File: config.mk
export PLATFORM = sky130hd
export DESIGN_NAME = mux4_scan_ctrl
export DESIGN_NICKNAME = d
export VERILOG_FILES = /design/src/rtl/mux4_scan_ctrl_pkg.sv /design/src/rtl/mux4_scan_ctrl_rr_pick4.sv /design/src/rtl/mux4_scan_ctrl.sv
export SDC_FILE = /design/constraint.sdc
export NUM_CORES = 1
export LEC_CHECK = 0
export BUFFER_PORTS_ARGS = -buffer_cell sky130_fd_sc_hd__buf_4
export CAP_MARGIN = 20
export CELL_PAD_IN_SITES_DETAIL_PLACEMENT = 1
export CELL_PAD_IN_SITES_GLOBAL_PLACEMENT = 2
export CORE_ASPECT_RATIO = 0.75
export CORE_MARGIN = 4
export CORE_UTILIZATION = 32
export CTS_BUF_LIST = sky130_fd_sc_hd__clkbuf_8 sky130_fd_sc_hd__clkbuf_16
export DETAILED_ROUTE_END_ITERATION = 12
export GPL_ROUTABILITY_DRIVEN = 0
export MAX_ROUTING_LAYER = met4
export PLACE_DENSITY = 0.81
export SLEW_MARGIN = 10
export SYNTH_ARGS = -nofsm -noshare
export SYNTH_HDL_FRONTEND = slang
export SYNTH_HIERARCHICAL = 1
export SYNTH_SLANG_ARGS = --single-unit
File: constraint.sdc
create_clock -name clk -period 1.8 [get_ports clk]
set_input_delay 0 -clock clk [delete_from_list [all_inputs] [get_ports clk]]
set_output_delay 0 -clock clk [all_outputs]
set_load 0.005 [all_outputs]
File: src/rtl/mux4_scan_ctrl_pkg.sv
// Shared encodings and widths for the 4-channel mux scan controller.
package mux4_scan_ctrl_pkg;

    localparam int CH_W  = 2;
    localparam int D_W   = 3;
    localparam int CNT_W = 4;

    typedef enum logic [1:0] {
        IDLE   = 2'd0,
        SETTLE = 2'd1,
        HOLD   = 2'd2
    } state_t;

endpackage

File: src/rtl/mux4_scan_ctrl_rr_pick4.sv
// Round-robin channel pick: first set mask bit above last, wrapping; last
// itself wins only when it is the only bit set.
module rr_pick4
    import mux4_scan_ctrl_pkg::*;
(
    input  logic [3:0]      mask,
    input  logic [CH_W-1:0] last,
    output logic [CH_W-1:0] next,
    output logic            any
);

    logic [CH_W-1:0] cand;

    always_comb begin
        next = last;
        cand = last;
        any  = |mask;
        // Walk the offsets from farthest to nearest so the nearest hit wins.
        for (int k = 3; k >= 1; k--) begin
            cand = last + CH_W'(k);
            if (mask[cand]) begin
                next = cand;
            end
        end
    end

endmodule

File: src/rtl/mux4_scan_ctrl.sv
// Scans the enabled channels of an external 4:1 mux, lets each settle for
// DWELL cycles, then offers the captured sample on a valid/ready port.
module mux4_scan_ctrl
    import mux4_scan_ctrl_pkg::*;
#(
    parameter int DWELL = 4
) (
    input  logic            clk,
    input  logic            rst,
    input  logic            en,
    input  logic [3:0]      mask,
    input  logic [D_W-1:0]  f_in,
    output logic [CH_W-1:0] sel,
    output logic [D_W-1:0]  data_out,
    output logic [CH_W-1:0] chan_out,
    output logic            valid,
    input  logic            ready,
    output logic [1:0]      dbg_state
);

    // Handshake: a sample transfers on a rising edge where valid and ready
    // are both high; valid never drops without a transfer (except on reset),
    // and ready while valid is low has no effect.

    localparam logic [CNT_W-1:0] LOAD = CNT_W'(DWELL - 1);

    state_t           state;
    logic [CNT_W-1:0] cnt;
    logic [CH_W-1:0]  last;
    logic             prop;
    logic [CH_W-1:0]  next;
    logic             any;

    rr_pick4 u_pick (
        .mask (mask),
        .last (last),
        .next (next),
        .any  (any)
    );

    assign dbg_state = state;

    always_ff @(posedge clk or posedge rst) begin
        if (rst) begin
            state    <= IDLE;
            sel      <= '0;
            data_out <= '0;
            chan_out <= '0;
            valid    <= 1'b0;
            cnt      <= '0;
            last     <= 2'd3;
            prop     <= 1'b0;
        end else begin
            case (state)
                IDLE: begin
                    if (en && any) begin
                        state <= SETTLE;
                        sel   <= next;
                        last  <= next;
                        cnt   <= LOAD;
                        prop  <= 1'b1;
                    end
                end
                SETTLE: begin
                    if (!en) begin
                        state <= IDLE;
                        prop  <= 1'b0;
                    end else if (prop) begin
                        // First cycle after a sel change: let the mux output propagate.
                        prop <= 1'b0;
                    end else if (cnt == '0) begin
                        data_out <= f_in;
                        chan_out <= sel;
                        valid    <= 1'b1;
                        state    <= HOLD;
                    end else begin
                        cnt <= cnt - 1'b1;
                    end
                end
                HOLD: begin
                    if (valid && ready) begin
                        valid <= 1'b0;
                        if (en && any) begin
                            state <= SETTLE;
                            sel   <= next;
                            last  <= next;
                            cnt   <= LOAD;
                            prop  <= 1'b1;
                        end else begin
                            state <= IDLE;
                        end
                    end
                end
                default: state <= IDLE;
            endcase
        end
    end

endmodule

==> results.md <==
Yosys:
- The synthesized area per cell is roughly 11 sq um.
- During synthesis, Yosys emitted a total of 6 warnings.
- After synthesis, the largest area contributor takes up around 41% of total cell area.
- The number of nets in the synthesized netlist is 99.
- After synthesis, the share of flip-flops with an asynchronous set or reset is 100%.
- The prevailing post-synth register cell is sky130_fd_sc_hd__dfrtp_1.
- After synthesis, the cell types taking the most area are sky130_fd_sc_hd__dfrtp_1 41%, sky130_fd_sc_hd__mux2_4 8.3%, sky130_fd_sc_hd__dfstp_2 5.8%.
- The count of cell types in the netlist is 29.
- The mapped netlist covers between 900 and 1000 sq um.
- The number of flops mapped to enable cells by yosys is 0.
- The number of cells produced by synthesis is 86.
- After synthesis, flip-flops and latches occupy a little under half of the total area.
- The largest area contributor in the netlist is sky130_fd_sc_hd__dfrtp_1.
- By count the netlist is led by 15 x sky130_fd_sc_hd__dfrtp_1, 10 x sky130_fd_sc_hd__nand2_1, 9 x sky130_fd_sc_hd__a21oi_1.
- The most common cell in the synthesized netlist is sky130_fd_sc_hd__dfrtp_1.
- The total of flip-flops plus latches after synthesis is 17.

Clocking:
- The clock-pin slew on the worst setup and hold paths is roughly 0.06 ns.
- The number of H-tree levels is 1.
- The clock insertion delay at the later pin of the skew report is roughly 0.25 ns.
- CTS placed an instance of sky130_fd_sc_hd__clkbuf_8 at the clock tree root.
- The TritonCTS clock tree is done.
- Clock tree synthesis inserted a total of 3 buffers.
- The maximum count of clock buffers along a single path is 2.
- For this design, the sink count on the clock tree is 17.

Route:
- The via count normalized by instance count is approximately 5.
- The detailed-route wire length per cell is 14.7 um.
- The first TritonRoute pass finished after 2 iterations.
- The number of antenna-violating nets in the routed design is 0.
- The met3 wire length is around 110 um.
- Detailed routing placed a total of around 1.1 mm of wire on met2.
- The remaining design rule violation count is 0.
- The wire length reported by the detailed router is between 2 and 2.5 mm.
- The highest metal layer carrying signal wires in the routed design is met4.
- The detailed router put a total of roughly 980 um of wire on met1.
- The violation count after the first detailed-routing iteration is 30.
- Detailed routing inserted a total of between 700 and 800 vias.

Cells and area:
- Compared with the post-synthesis result, the final layout area differs by 31.3%.
- The repair_antennas step left the layout with diodes totalling 0.
- The post-layout instance count excluding filler cells is between 150 and 200.
- In the final layout, the share of cells above drive strength 1 is between 30% and 40%.
- The finished cells cover 1190 sq um.
- The final layout contains ~130 nets.
- The fill cell total of the finished layout is 306.
- The final design utilization is between 40% and 50%.

Global route:
- The total grt overflow is 0.
- The global-route wire length before repair is approximately 4 mm.
- The via count of the first global-routing pass is about 830.
- The global router's overall resource usage is 14.1%.
- The number of antenna violations at the first check in global routing is 0.
- The pin count of the biggest net entering global routing is 18.

Place:
- The worst slack at placement is ~0.13 ns.
- Once detailed placement completed, the half-perimeter wirelength came to roughly 1.8 mm.
- The total of buffers placed on input and output ports is 20.
- The cell total after placement is 143.
- The total cell area at the placement stage is between 1000 and 1500 sq um.

Setup path:
- Traced cell by cell, the critical path runs through inv_1 -> ha_1 -> nand2_1 -> or3_1 -> mux2_4.
- In this run the register-to-register setup slack is 0.11 ns.
- The largest individual stage delay along the critical path comes from the cell sky130_fd_sc_hd__or3_1.
- The worst setup path is launched from a register.
- The top fanout value on the critical path is 7.
- The delay of the slowest cell on the worst path is 0.48 ns.
- Data on the critical path is required at its endpoint by 1.93 ns.
- The nature of the critical path endpoint is a register.
- The path type of the worst setup path is register to register.
- For the worst setup path, the data arrival time is 1.82 ns.

STA:
- Setup repair after global routing left no endpoint under its margin.
- At the pin with the least slew margin, the transition time is 0.634 ns.
- The setup TNS is 0 ns.
- The final worst-path setup slack is ~0.11 ns.
- The clock period minus worst slack is about 1.7 ns.
- The final count of pins violating max slew is 0.
- On the final layout, the worst clock skew is roughly 0.0023 ns.
- Setup violations remaining at the end of the flow were counted as 0.
- Of the available clock period, the critical path in the final layout requires a little over nine tenths.
- The worst pin sits at a relative slew slack of 57.7%.
- Hold timing on the final database bottoms out at a slack of around 0.012 ns.
- The final-report hold violation count is 0.
- The achievable frequency is approximately 0.6 GHz.

Power and ir drop:
- The total internal power is ~1.0 mW.
- The net switching share of the total power is ~33%.
- The share of total power dissipated in combinational logic is between 30% and 40%.
- The total power draw is around 1.5 mW.
- The static power due to leakage is between 0.6 and 0.7 nW.
- Summed over all nets, the switching power comes to about 0.5 mW.
- The power per cell area is 1280 nW/um^2.
- In this run, the clock network consumes 17.9% of the power.
- In this run, flip-flops and latches consume 45.2% of the power.
- VDD sags by at most approximately 0.00034 V.

Floorplan:
- The region available for standard cell placement spans about 2700 sq um.
- The width of the die is around 70 um.
- The area of the die is 3760 sq um.
- The total I/O pin count is 21.
- From bottom edge to top edge, the die measures between 50 and 60 um.
- The row count is 16.
- The starting density of the core is around 34%.

Worst hold path:
- The class of the most critical hold timing path is primary input to register.

Job:
- The max-cap violation count is 0.

Outcome:
- The run finished with clean final reports.
==> sequential cells by signal, indices dropped and copies added (netlist names) <==
register	cells
cnt	4
data_out	3
chan_out	2
dbg_state	2
last	2
sel	2
prop	1
valid	1
==> repair_timing <==
item / CTS / global route
hold buffers: 4 / 0
endpoints found under the hold margin: 18 / 0
gates resized for setup: 0 / 0
setup buffers: 0 / 0
==> cell type report <==
cell class | count | area [sq um] | share of cell area [%]
multi-input combinational | 61 | 443 | 37.1
sequential | 17 | 428 | 35.9
timing repair buffer | 26 | 205 | 17.2
tap | 36 | 45.0 | 3.78
clock buffer | 3 | 41.3 | 3.46
inverter | 7 | 26.3 | 2.20
clock inverter | 1 | 3.75 | 0.315
==> power groups by stage <==
| stage | Clock [mW] | Combinational [mW] | Sequential, mW |
|---|---|---|---|
| floorplan | 0 | 0.342 | 0.663 |
| global placement | 0 | 0.532 | 0.686 |
| detailed placement | 0 | 0.566 | 0.698 |
| CTS | 0.284 | 0.575 | 0.694 |
| global route | 0.302 | 0.641 | 0.722 |
| finish | 0.274 | 0.564 | 0.692 |
==> critical path: cells and delay by family, from the launching register on <==
kind	cells	cell delay [ns]
adder cells (fa/ha/maj)	1	0.16
AND/OR/NAND/NOR	2	0.54
flip-flops	1	0.41
multiplexers	1	0.36
buffers and inverters	1	0.09
==> cells by family after synthesis <==
family | share of synthesized area (%)
AOI/OAI and AO/OA | 14.9
adders and majority gates | 2.75
buffers and inverters | 4.13
DFF | 47.1
muxes | 14.3
and+or+nand+nor | 16.8
==> cells in the final DEF, fill, tap and decap left out, drive strengths merged, types with 2 or more instances in the layout <==
cell         Yosys  layout
dfrtp           15      15
nand2           10      10
buf              1      22
a21oi            9       9
inv              7       8
dlygate4sd3      0       4
nor2b            2       2
clkbuf           0       3
nor3             3       3
mux2             9       9
nor2             4       4
ha               2       2
o21bai           2       2
a31oi            4       4
dfstp            2       2
o21ai            2       2
nand3b           2       2
==> worst paths after layout <==
path | from | endpoint | depth (start not counted)
setup / recovery | cnt[0] | chan_out[1] | 5
hold / removal | ready | valid | 4
setup reg to reg | cnt[0] | chan_out[1] | 5
hold reg to reg | valid | valid | 2
max in group asynchronous | rst | data_out[1] | 3
min in group asynchronous | rst | cnt[2] | 3
==> per-layer routing <==
metal | vias up | GRT usage (%)
li1 | 361 | -
met1 | 355 | 16.5
met2 | 18 | 24.8
met3 | 2 | 4.10
met4 | 0 | 2.92
met5 | - | -
Power figures use the tool's default switching activity.
